--- src/rtl/nfc_rbuf_pkg.sv ---
// rtl/nfc_rbuf_pkg.sv - shared types and lane constants for the read-buffer write controller
// Optional feature macro: NFC_RBUF_BYTE_SWAP_EN (first byte of each pair to the high lane).
package nfc_rbuf_pkg;

    typedef enum logic {
        IDLE = 1'b0,
        FILL = 1'b1
    } state_t;

    localparam logic [1:0] LANE_LO = 2'b01;
    localparam logic [1:0] LANE_HI = 2'b10;

    localparam int LEN_W_DEF = 12;

    // Lane enable for the first (second=0) or second (second=1) byte of a word.
    function automatic logic [1:0] lane_en(input logic second);
`ifdef NFC_RBUF_BYTE_SWAP_EN
        return second ? LANE_LO : LANE_HI;
`else
        return second ? LANE_HI : LANE_LO;
`endif
    endfunction

endpackage

--- src/rtl/nfc_rbuf_wr_ctrl_if.sv ---
// rtl/nfc_rbuf_wr_ctrl_if.sv - flash byte stream and buffer write port bundle
interface nfc_rbuf_wr_ctrl_if #(
    parameter int WIDTH = 16,
    parameter int ADDR  = 4
);
    logic             byte_vld;
    logic [7:0]       byte_data;
    logic             byte_rdy;
    logic [1:0]       ram_write;
    logic [ADDR-1:0]  ram_addr_wr;
    logic [WIDTH-1:0] ram_data_in;

    modport slave (
        input  byte_vld, byte_data,
        output byte_rdy, ram_write, ram_addr_wr, ram_data_in
    );

    modport master (
        output byte_vld, byte_data,
        input  byte_rdy, ram_write, ram_addr_wr, ram_data_in
    );
endinterface

--- src/rtl/nfc_rbuf_occ_cnt.sv ---
// rtl/nfc_rbuf_occ_cnt.sv - buffer word occupancy counter with commit/free inputs
module nfc_rbuf_occ_cnt #(
    parameter int ADDR  = 4,
    parameter int DEPTH = 16
) (
    input  logic          clk,
    input  logic          rst_n,
    input  logic          commit,
    input  logic          free,
    output logic [ADDR:0] cnt,
    output logic          full,
    output logic          empty
);
    localparam logic [ADDR:0] DEPTH_C = (ADDR+1)'(DEPTH);

    logic [ADDR:0] cnt_q, cnt_d;
    logic          free_ok;

    // A free on an empty buffer is dropped so the count never underflows.
    always_comb begin
        cnt_d   = cnt_q;
        free_ok = free & (cnt_q != '0);
        if (commit & ~free_ok) begin
            cnt_d = cnt_q + (ADDR+1)'(1);
        end else if (~commit & free_ok) begin
            cnt_d = cnt_q - (ADDR+1)'(1);
        end
    end

    always_ff @(posedge clk) begin
        if (!rst_n) begin
            cnt_q <= '0;
        end else begin
            cnt_q <= cnt_d;
        end
    end

    assign cnt   = cnt_q;
    assign full  = (cnt_q == DEPTH_C);
    assign empty = (cnt_q == '0);

endmodule

--- src/rtl/nfc_rbuf_wr_ctrl.sv ---
// rtl/nfc_rbuf_wr_ctrl.sv - packs flash bytes into 16-bit buffer words via per-lane writes
// Lane order selectable with NFC_RBUF_BYTE_SWAP_EN (see nfc_rbuf_pkg).
module nfc_rbuf_wr_ctrl
    import nfc_rbuf_pkg::*;
#(
    parameter int WIDTH = 16,
    parameter int ADDR  = 4,
    parameter int DEPTH = 16,
    parameter int LEN_W = LEN_W_DEF
) (
    input  logic                 clk,
    input  logic                 rst_n,
    input  logic                 start,
    input  logic [LEN_W-1:0]     len,
    input  logic                 word_free,
    nfc_rbuf_wr_ctrl_if.slave    bus,
    output logic [ADDR:0]        word_cnt,
    output logic                 full,
    output logic                 empty,
    output logic                 busy,
    output logic                 done
);
    state_t           state_q, state_d;
    logic [LEN_W-1:0] left_q, left_d;
    logic             second_q, second_d;
    logic [ADDR-1:0]  wptr_q, wptr_d;
    logic [1:0]       wr_q, wr_d;
    logic [ADDR-1:0]  addr_q, addr_d;
    logic [WIDTH-1:0] data_q, data_d;
    logic             done_q, done_d;

    logic accept, last, commit;

    // Readiness looks at the registered count, so a pending low-lane byte never lands in a full buffer.
    assign bus.byte_rdy = (state_q == FILL) & ~full;
    assign accept       = bus.byte_vld & bus.byte_rdy;
    assign last         = (left_q == LEN_W'(1));
    assign commit       = accept & (second_q | last);

    always_comb begin
        state_d  = state_q;
        left_d   = left_q;
        second_d = second_q;
        wptr_d   = wptr_q;
        wr_d     = 2'b00;
        addr_d   = addr_q;
        data_d   = data_q;
        done_d   = 1'b0;
        case (state_q)
            IDLE: begin
                if (start && (len != '0)) begin
                    state_d  = FILL;
                    left_d   = len;
                    second_d = 1'b0;
                end
            end
            FILL: begin
                if (accept) begin
                    wr_d     = lane_en(second_q);
                    addr_d   = wptr_q;
                    data_d   = {(WIDTH/8){bus.byte_data}};
                    left_d   = left_q - LEN_W'(1);
                    second_d = ~second_q;
                    if (commit) begin
                        wptr_d   = wptr_q + ADDR'(1);
                        second_d = 1'b0;
                    end
                    if (last) begin
                        state_d = IDLE;
                        done_d  = 1'b1;
                    end
                end
            end
            default: state_d = IDLE;
        endcase
    end

    always_ff @(posedge clk) begin
        if (!rst_n) begin
            state_q  <= IDLE;
            left_q   <= '0;
            second_q <= 1'b0;
            wptr_q   <= '0;
            wr_q     <= 2'b00;
            addr_q   <= '0;
            data_q   <= '0;
            done_q   <= 1'b0;
        end else begin
            state_q  <= state_d;
            left_q   <= left_d;
            second_q <= second_d;
            wptr_q   <= wptr_d;
            wr_q     <= wr_d;
            addr_q   <= addr_d;
            data_q   <= data_d;
            done_q   <= done_d;
        end
    end

    nfc_rbuf_occ_cnt #(
        .ADDR  (ADDR),
        .DEPTH (DEPTH)
    ) u_occ (
        .clk    (clk),
        .rst_n  (rst_n),
        .commit (commit),
        .free   (word_free),
        .cnt    (word_cnt),
        .full   (full),
        .empty  (empty)
    );

    assign bus.ram_write   = wr_q;
    assign bus.ram_addr_wr = addr_q;
    assign bus.ram_data_in = data_q;
    assign busy            = (state_q == FILL);
    assign done            = done_q;

endmodule

--- src/flat_wrapper.sv ---
// flat-port wrapper written by rule: the top's interface ports become plain ports
module nfc_rbuf_wr_ctrl_flat import nfc_rbuf_pkg::*;
#(
    parameter int WIDTH = 16,
    parameter int ADDR  = 4,
    parameter int DEPTH = 16,
    parameter int LEN_W = LEN_W_DEF
)
  (clk, rst_n, start, len, word_free, word_cnt, full, empty, busy, done, bus_byte_vld, bus_byte_data, bus_byte_rdy, bus_ram_write, bus_ram_addr_wr, bus_ram_data_in);
  nfc_rbuf_wr_ctrl_if #(.WIDTH(WIDTH), .ADDR(ADDR)) bus_i ();
  input  logic clk;
  input  logic rst_n;
  input  logic start;
  input  logic [LEN_W-1:0] len;
  input  logic word_free;
  output logic [ADDR:0] word_cnt;
  output logic full;
  output logic empty;
  output logic busy;
  output logic done;
  input wire logic [$bits(bus_i.byte_vld)-1:0] bus_byte_vld;
  input wire logic [$bits(bus_i.byte_data)-1:0] bus_byte_data;
  output wire logic [$bits(bus_i.byte_rdy)-1:0] bus_byte_rdy;
  output wire logic [$bits(bus_i.ram_write)-1:0] bus_ram_write;
  output wire logic [$bits(bus_i.ram_addr_wr)-1:0] bus_ram_addr_wr;
  output wire logic [$bits(bus_i.ram_data_in)-1:0] bus_ram_data_in;
  assign bus_i.byte_vld = bus_byte_vld;
  assign bus_i.byte_data = bus_byte_data;
  assign bus_byte_rdy = bus_i.byte_rdy;
  assign bus_ram_write = bus_i.ram_write;
  assign bus_ram_addr_wr = bus_i.ram_addr_wr;
  assign bus_ram_data_in = bus_i.ram_data_in;
  nfc_rbuf_wr_ctrl #(.WIDTH(WIDTH), .ADDR(ADDR), .DEPTH(DEPTH), .LEN_W(LEN_W)) u_core (.clk(clk), .rst_n(rst_n), .start(start), .len(len), .word_free(word_free), .bus(bus_i), .word_cnt(word_cnt), .full(full), .empty(empty), .busy(busy), .done(done));
endmodule
--- config.mk ---
export PLATFORM = sky130hd
export DESIGN_NAME = nfc_rbuf_wr_ctrl_flat
export DESIGN_NICKNAME = d
export VERILOG_FILES = /design/src/rtl/nfc_rbuf_pkg.sv /design/src/rtl/nfc_rbuf_wr_ctrl_if.sv /design/src/rtl/nfc_rbuf_occ_cnt.sv /design/src/rtl/nfc_rbuf_wr_ctrl.sv /design/src/flat_wrapper.sv
export SDC_FILE = /design/constraint.sdc
export NUM_CORES = 1
export LEC_CHECK = 0
export ABC_CLOCK_PERIOD_IN_PS = 3900
export CAP_MARGIN = 5
export CORE_UTILIZATION = 30
export CTS_CLUSTER_SIZE = 10
export DETAILED_ROUTE_END_ITERATION = 12
export SLEW_MARGIN = 20
export SYNTH_ARGS = -nofsm -noshare
export SYNTH_HDL_FRONTEND = slang
export SYNTH_SLANG_ARGS = --single-unit
--- constraint.sdc ---
create_clock -name clk -period 3.9 [get_ports clk]
set_input_delay 0.975 -clock clk [delete_from_list [all_inputs] [get_ports clk]]
set_output_delay 0.975 -clock clk [all_outputs]
set_load 0.005 [all_outputs]
=== Word-level counts from Yosys, hierarchy flattened ===
Index checks and enable logic that the tools add are counted.

* Add/subtract/negate cells: 4
* Equal/unequal tests: 4
* Muxes and demuxes: 15
* Bitwise gates (word level): 12
* Reduce and logical (&&, ||, !) cells: 9

{| class="wikitable"
|+ Operator list
! operator !! count
|-
| $mux W12 || 2
|-
| $pmux W12 S2 || 1
|-
| $eq A12 B1 Y1 const B || 1
|-
| $reduce_bool A12 Y1 || 1
|-
| $sub A12 B1 Y12 const B || 1
|-
| $mux W5 || 2
|-
| $mux W1 || 7
|-
| $and A1 B1 Y1 || 6
|-
| $reduce_and A3 Y1 || 2
|-
| $add A5 B1 Y5 const B || 1
|-
| $eq A5 B5 Y1 const B || 1
|-
| $logic_not A5 Y1 || 1
|-
| $not A1 Y1 || 5
|-
| $reduce_bool A5 Y1 || 1
|-
| $sub A5 B1 Y5 const B || 1
|-
| $add A4 B1 Y4 const B || 1
|-
| $pmux W1 S2 || 2
|-
| $reduce_and A2 Y1 || 2
|-
| $mux W2 || 1
|-
| $ne A2 B1 Y1 const B || 1
|-
| $ne A2 B2 Y1 const B || 1
|-
| $reduce_bool A2 Y1 || 1
|-
| $logic_and A1 B1 Y1 || 1
|-
| $or A1 B1 Y1 || 1
|}

* Register bits: 46
* Input bits: 25
* Output and inout port bits: 32
* Word-level logic and storage cells: 53

=== Depth between registers and ports, before layout ===
Gate-level depths: netlist of the first run.

* Depth in word-level cells: 9
* Depth in mapped cells: 12
* Depth with buffers taken out: 12

=== Cells and area by module ===
Synthesis of the first run repeated with hierarchy kept, for this count alone.

* Cells, all modules: 257
* Area total of the unflattened synthesis: 2122.0 µm²

{| class="wikitable"
|+ Modules (own cells, without submodules)
! module !! instances !! cells an instance !! area each (µm²) !! sequential area each (µm²)
|-
| nfc_rbuf_wr_ctrl || 1 || 218 || 1778.0 || 660.6
|-
| nfc_rbuf_occ_cnt || 1 || 39 || 344.1 || 100.1
|}

=== Worst setup path after synthesis of the first run ===
Ideal clock, no wire load.

* Path kind: input to register
* Start point: in bus_byte_vld
* End point: reg u_core.u_occ.cnt_q[4], in the netlist u_core.u_occ.cnt[4]
* Setup time: 70 ps
* Arrival time: 2870 ps
* Data required time: 3830 ps
* Setup slack: 960 ps
* Stages on the path: 10
* Buffers on the path: 0
* Cell sequence: o211ai_2 > nor2_1 > ha_1 > inv_1 > fa_1 > a21o_1 > a21oi_1 > xnor2_1 > or3_1 > a21oi_1

* Longest elaborated chain between the ends: 5
* Elaborated cells on any way between the ends: 7
* Those cells by class: mux: 1; bitwise: 5; reduce/logical: 1

{| class="wikitable"
|+ Ends and longest elaborated chain
! item !! RTL line !! source
|-
| start, declared || flat_wrapper.sv:21 || <nowiki>input wire logic [$bits(bus_i.byte_vld)-1:0] bus_byte_vld;</nowiki>
|-
| $and A1 B1 Y1 (*) || nfc_rbuf_wr_ctrl.sv:36 || <nowiki>assign accept = bus.byte_vld & bus.byte_rdy;</nowiki>
|-
| $and A1 B1 Y1 (*) || nfc_rbuf_wr_ctrl.sv:38 || <nowiki>assign commit = accept & (second_q | last);</nowiki>
|-
| $not A1 Y1 || nfc_rbuf_occ_cnt.sv:25 || <nowiki>end else if (~commit & free_ok) begin</nowiki>
|-
| $and A1 B1 Y1 || nfc_rbuf_occ_cnt.sv:25 ||
|-
| $reduce_bool A2 Y1 (no source line) || - ||
|-
| end signal, assigned || nfc_rbuf_occ_cnt.sv:34 || <nowiki>cnt_q <= cnt_d;</nowiki>
|-
| end, declared || nfc_rbuf_occ_cnt.sv:16 || <nowiki>logic [ADDR:0] cnt_q, cnt_d;</nowiki>
|}

Every way passes the cells marked *; elsewhere a longest branch is shown, timed or not.
A chain may end at the register's enable or synchronous reset.

=== Worst setup path after layout of the first run ===
Same ends and word-level chain as after synthesis.

==> results of run 1 <==
-- routing by layer --
| layer | part of all wire | GRT usage |
|---|---|---|
| met1 | 0.48 | 0.1847 |
| met2 | 0.44 | 0.2131 |
| met3 | 0.068 | 0.04672 |
| met4 | 0.013 | 0.05643 |
| met5 | 0 | 0 |
-- metrics by stage --
step / utilization / worst slack [ns]
final: 0.4238 / 0.6141
after global routing: 0.4238 / 0.4039
after CTS: 0.4238 / 0.6240
after detailed placement: 0.4022 / 0.3176
after global placement: 0.4022 / 0.3913
after floorplan: - / 0.9601
-- registers in the layout, summed over array words and instances, names as in the netlist --
signal / cells
u_core.bus.ram_data_in: 8
u_core.left_q: 12
u_core.second_q: 1
u_core.bus.ram_write: 2
u_core.wptr_q: 4
u_core.bus.ram_addr_wr: 4
u_core.done: 1
u_core.u_occ.cnt: 5
u_core.busy: 1
-- final cells by class --
| class | count | share of cell area |
|---|---|---|
| Tap cell | 77 | 0.03560 |
| Clock inverter | 3 | 0.02543 |
| Inverter | 7 | 0.009709 |
| Clock buffer | 5 | 0.02543 |
| Sequential cell | 38 | 0.2811 |
| Timing Repair Buffer | 62 | 0.2238 |
| Multi-Input combinational cell | 170 | 0.3990 |
-- where the power goes --
group	total, mW	switching, mW	internal [mW]
clock	0.405	0.149	0.256
sequential	0.486	0.0537	0.432
combinational	0.504	0.230	0.275
-- worst max-delay path: stages --
cell and delay, ns:
clkdlybuf4s50_1 0.52, o211ai_2 0.11, nor2_1 0.25, ha_1 0.23
inv_1 0.10, fa_1 0.42, a21o_1 0.19, a21oi_1 0.18
xnor2_1 0.09, or3_1 0.30, a21oi_1 0.14
-- kinds of logic (layout without fill, tap and decap cells) --
logic type / after synthesis / in the layout
adder cells (fa/ha/maj): 8 / 8
multiplexers: 4 / 4
XOR/XNOR: 8 / 8
AND/OR/NAND/NOR: 92 / 92
AO/OA/AOI/OAI: 58 / 58
buffers and inverters: 28 / 77
flip-flops: 38 / 38
-- layout by cell type (no fill, tap or decap), types with 2 or more instances in the layout --
cell / netlist / final
bufinv_16: 0 / 2
xnor2_1: 6 / 6
o21ai_1: 2 / 2
or4_1: 2 / 2
or4_4: 2 / 2
buf_4: 9 / 6
ha_1: 7 / 7
or3_1: 3 / 3
a211oi_1: 2 / 2
xor2_1: 2 / 2
nor3_1: 5 / 5
clkdlybuf4s50_1: 0 / 56
nor4_1: 5 / 5
o32ai_1: 4 / 4
clkbuf_8: 0 / 5
a21o_1: 2 / 2
dfxtp_1: 38 / 38
mux2i_1: 4 / 4
nand3_1: 2 / 2
o21ai_0: 3 / 3
nor2_1: 27 / 27
inv_1: 6 / 6
nand2b_1: 2 / 2
nand2_1: 34 / 34
a21oi_1: 29 / 29
nor2b_1: 2 / 2
-- worst paths after layout --
kind / to
max: u_core.u_occ.cnt[4]
min reg2reg: u_core.bus.ram_addr_wr[0]
min: u_core.bus.ram_addr_wr[0]
max reg2reg: u_core.u_occ.cnt[4]
==> results.toml, run 1 <==
[synth]
synth_edf_count = 0
synth_common_cells = "38 x dfxtp_1, 34 x nand2_1, 29 x a21oi_1"
async_reset_ff_frac = 0
netlist_area_um2 = 1988
synthXorXnorAreaFrac = 0.03524
yosysMostFrequentCell = "dfxtp_1"
synth_mux_area_frac = 0.02014
ys_seq_area_frac = 0.3826
syn_nets = 269
synthFlopType = "dfxtp_1"
synth_seq_cells = 38
yosysTopAreaCellShare = 0.3826
synthAdderAreaFrac = 0.05412
synth-compound-area-share = 0.2045
netlist-cell-type-count = 52
synth-warning-count = 0
synth_top_family_by_area = "simple AND/OR/NAND/NOR gates"
netlist_instances = 236
syn_area_per_cell_um2 = 8.424
synth_top_area_cell = "dfxtp_1"
synthSimpleGateAreaFrac = 0.2291
netlist_top_cells_area = "dfxtp_1 38%, a21oi_1 7.3%, nand2_1 6.4%"

[finish]
seqCellArea_um2 = 760.7
fill_cells = 631
multi_input_area_um2 = 1080
area_growth_pct = 36.12
fin_area_um2 = 2706
final_cells = 362
drive_gt1_frac = 0.08772
fin_nets = 317
antenna_cells = 0

[status]
outcome = "finished clean"

[power]
design_power_total_mw = 1.396
power_density_nw_per_um2 = 515.7
ir_drop_mv = 0.3176
power.leakage_nw = 0.9779

[clock_network]
clockRootBuffer = "clkbuf_8"
cts_tree = "built"
clock_path_buffers = 2
cts_made_buffers = 5
post_cts_resized = 0
htree_levels = 2
post_cts_buffers = 0
cts_sinks = 38
clock_latency_ns = 0.30
hold_buffers = 0
clk_pin_slew_ns = 0.08

[sta]
timing.hold.ws_ns = 0.4549
fin_crit_sh = 0.8425
slew_violations = 0
timing.setup.tns_ns = 0
setup_viol = 0
finalClockSkew_ns = 0.005202
slew_headroom = 0.6812
worstMarginPinSlew_ns = 0.4782
rsz0062_at_grt = "no"
hold_viol_final = 0
finalCriticalPeriod_ns = 3.286
clock.fmax_mhz = 304.3

[worst_setup_path]
cp_data_arrival_time_ns = 3.52
startpoint_type = "primary input"
crit_path_end_kind = "flop"
r2r.worst_path.cells = 11
timing.rr.start = "u_core.left_q[4]"
cp-startpoint = "bus_byte_vld"
rrSetupSlack_ns = 0.78
required_ns = 4.13
worstPathMaxFanout = 4
path_class = "in2reg"

[placed_design]
dp.final_hpwl_mm = 3.332
gp_congestion = 0.7986
port_buffers = 56
post-place-cells = 354
place_area_um2 = 2569

[route]
vias = 1834
dr.pass1.iters = 5
wl_per_cell_um = 13.06
drc = 0
vias_per_cell = 5.066
wl_mm = 4.728
drt_iter0_markers = 88
ant_nets = 0

[hold_path]
hold_path_class = "reg2reg"
worstHoldStart = "u_core.bus.ram_addr_wr[0]"
hold_depth = 2

[global_route]
overflow = 0
grtUsageTotal = 0.1411
antenna_found_initial = 0
grt_start_max_net_pins = 22
first_global_vias = 1652
grt_pass1_wl_mm = 7.914

[run]
cap_violations = 0

[die]
num_rows = 29
die_x_um = 83.41
fp.dieArea_um2 = 6956
die_y_um = 83.41
io_pins = 57
core-area_um2 = 6386
floorplan.initialDensity = 0.3113
No activity file was read; power rests on OpenSTA's default activity.
==> run 2: changes to the inputs <==
ABC_CLOCK_PERIOD_IN_PS = 2900   (was 3900)
clock period = 2.9 ns   (was 3.9 ns; I/O delays follow)
==> run 2 against run 1 <==
Compared with the run above:
- register-to-register slack worse by 0.61 ns
- cell area rose by 4.6%
- clock power is 35% higher
- clock-buffer cell count is the same
- non-clock buffer count grew 12
- combinational power rose by 52%
==> results.toml, run 2 (synthesis gave the netlist of run 1 again) <==
[placed_design]
port_buffers = 56
post-place-cells = 366
gp_congestion = 0.7808
dp.final_hpwl_mm = 3.394

[worst_setup_path]
crit_chain = "clkdlybuf4s50_1 -> o211ai_2 -> nor2_2 -> ha_1 -> inv_1 -> fa_2 -> a21o_1 -> a21oi_2 -> xnor2_1 -> or3_1 -> a21oi_1"
startpoint_type = "primary input"
crit_path_max_incr_delay_ns = 0.50
required_ns = 3.13
path_class = "in2reg"
path_buf_inv = 2
worstPathMaxFanout = 4
crit_path_end_kind = "flop"
crit_family = "compound AO/OA/AOI/OAI gates"
cpMaxStageDelayCell = "clkdlybuf4s50_1"
cp_data_arrival_time_ns = 3.01

[die]
floorplan.initialDensity = 0.3113
die_x_um = 83.41
io_pins = 57
num_rows = 29
die_y_um = 83.41
fp.dieArea_um2 = 6956
core-area_um2 = 6386

[route]
drc = 0
wl_per_cell_um = 12.88
vias = 1858
drt_iter0_markers = 69
wl_mm = 4.817
vias_per_cell = 4.968
dr.pass1.iters = 4
ant_nets = 0

[hold_path]
hold_path_class = "reg2reg"

[global_route]
grtUsageTotal = 0.1438
antenna_found_initial = 0
first_global_vias = 1745
overflow = 0
grt_pass1_wl_mm = 8.121
grt_start_max_net_pins = 26

[sta]
worstMarginPinSlew_ns = 0.3634
rsz0062_at_grt = "no"
setup_viol = 0
hold_viol_final = 0
fin_crit_sh = 0.9566
timing.hold.ws_ns = 0.4547
slew_violations = 0
timing.setup.tns_ns = 0
finalClockSkew_ns = 0.006557
finalCriticalPeriod_ns = 2.774
slew_headroom = 0.7555
clock.fmax_mhz = 360.5

[clock_network]
clock_path_buffers = 2
cts_tree = "built"
htree_levels = 2
cts_made_buffers = 5
clock_latency_ns = 0.29
clk_pin_slew_ns = 0.08
clockRootBuffer = "clkbuf_8"
cts_sinks = 38

[power]
power.leakage_nw = 1.044
ir_drop_mv = 0.5733
design_power_total_mw = 1.950
power_density_nw_per_um2 = 689.1

[finish]
antenna_cells = 0
final_cells = 374
seqCellArea_um2 = 760.7
multi_input_area_um2 = 1101
area_growth_pct = 42.35
largest_reg_flops = 12
fill_cells = 626
final_common_cell = "clkdlybuf4s50_1"
largest-register = "u_core.left_q"
fin_nets = 329
final_cell_mix = "56 x clkdlybuf4s50_1, 38 x dfxtp_1, 34 x nand2_1"
final_util = 0.4432
drive_gt1_frac = 0.1414

[run]
cap_violations = 0

[status]
outcome = "finished clean"
run 2: tightest hold or removal path, delay by kind of cell, from the launching register on:
family / cells / cell delay (ns)
AO/OA/AOI/OAI: 1 / 0.05
AND/OR/NAND/NOR: 1 / 0.05
flip-flops: 1 / 0.31
run 2: power by group:
group | switching, mW | total [mW] | internal [mW] | leakage (nW)
Sequential | 0.0549 | 0.636 | 0.581 | 0.310
Clock | 0.201 | 0.546 | 0.345 | 0.0683
Combinational | 0.341 | 0.768 | 0.427 | 0.665
Total | 0.597 | 1.95 | 1.35 | 1.04
run 2: repair_timing:
item / in CTS / in global routing
endpoints found under the hold margin: 0 / 0
endpoints found under the setup margin: 0 / 1
setup buffers: 0 / 0
resized for setup: 0 / 6
hold buffers: 0 / 0
run 2: area by class of cell:
cell class | count | area share
clock buffer | 5 | 0.02431
clock inverter | 3 | 0.02431
multi-input combinational | 170 | 0.3890
sequential | 38 | 0.2688
inverter | 7 | 0.009284
tap | 77 | 0.03404
timing repair buffer | 74 | 0.2502
run 2: metrics by stage:
stage	cell area, um^2	setup slack (ns)
final	2830	0.1258
after global routing	2830	0.01402
after CTS	2809	0.03331
after detailed placement	2671	-0.2310
after global placement	2671	-0.1623
after floorplan	1988	0.1077
run 2: path summary, 6_finish.rpt:
| path | from | endpoint | slack [ns] | cells past startpoint |
|---|---|---|---|---|
| max reg2reg | u_core.u_occ.cnt[3] | u_core.u_occ.cnt[4] | 0.17 | 11 |
| min | u_core.bus.ram_addr_wr[0] | u_core.bus.ram_addr_wr[0] | 0.45 | 2 |
| min reg2reg | u_core.bus.ram_addr_wr[0] | u_core.bus.ram_addr_wr[0] | 0.45 | 2 |
| max | bus_byte_vld | u_core.u_occ.cnt[4] | 0.13 | 11 |
run 2: per-layer routing:
metal | global-route usage | wire length [um]
met1 | 0.1913 | 2391
met3 | 0.03678 | 282
met4 | 0.04545 | 64
met5 | 0 | 0
met2 | 0.2273 | 2080
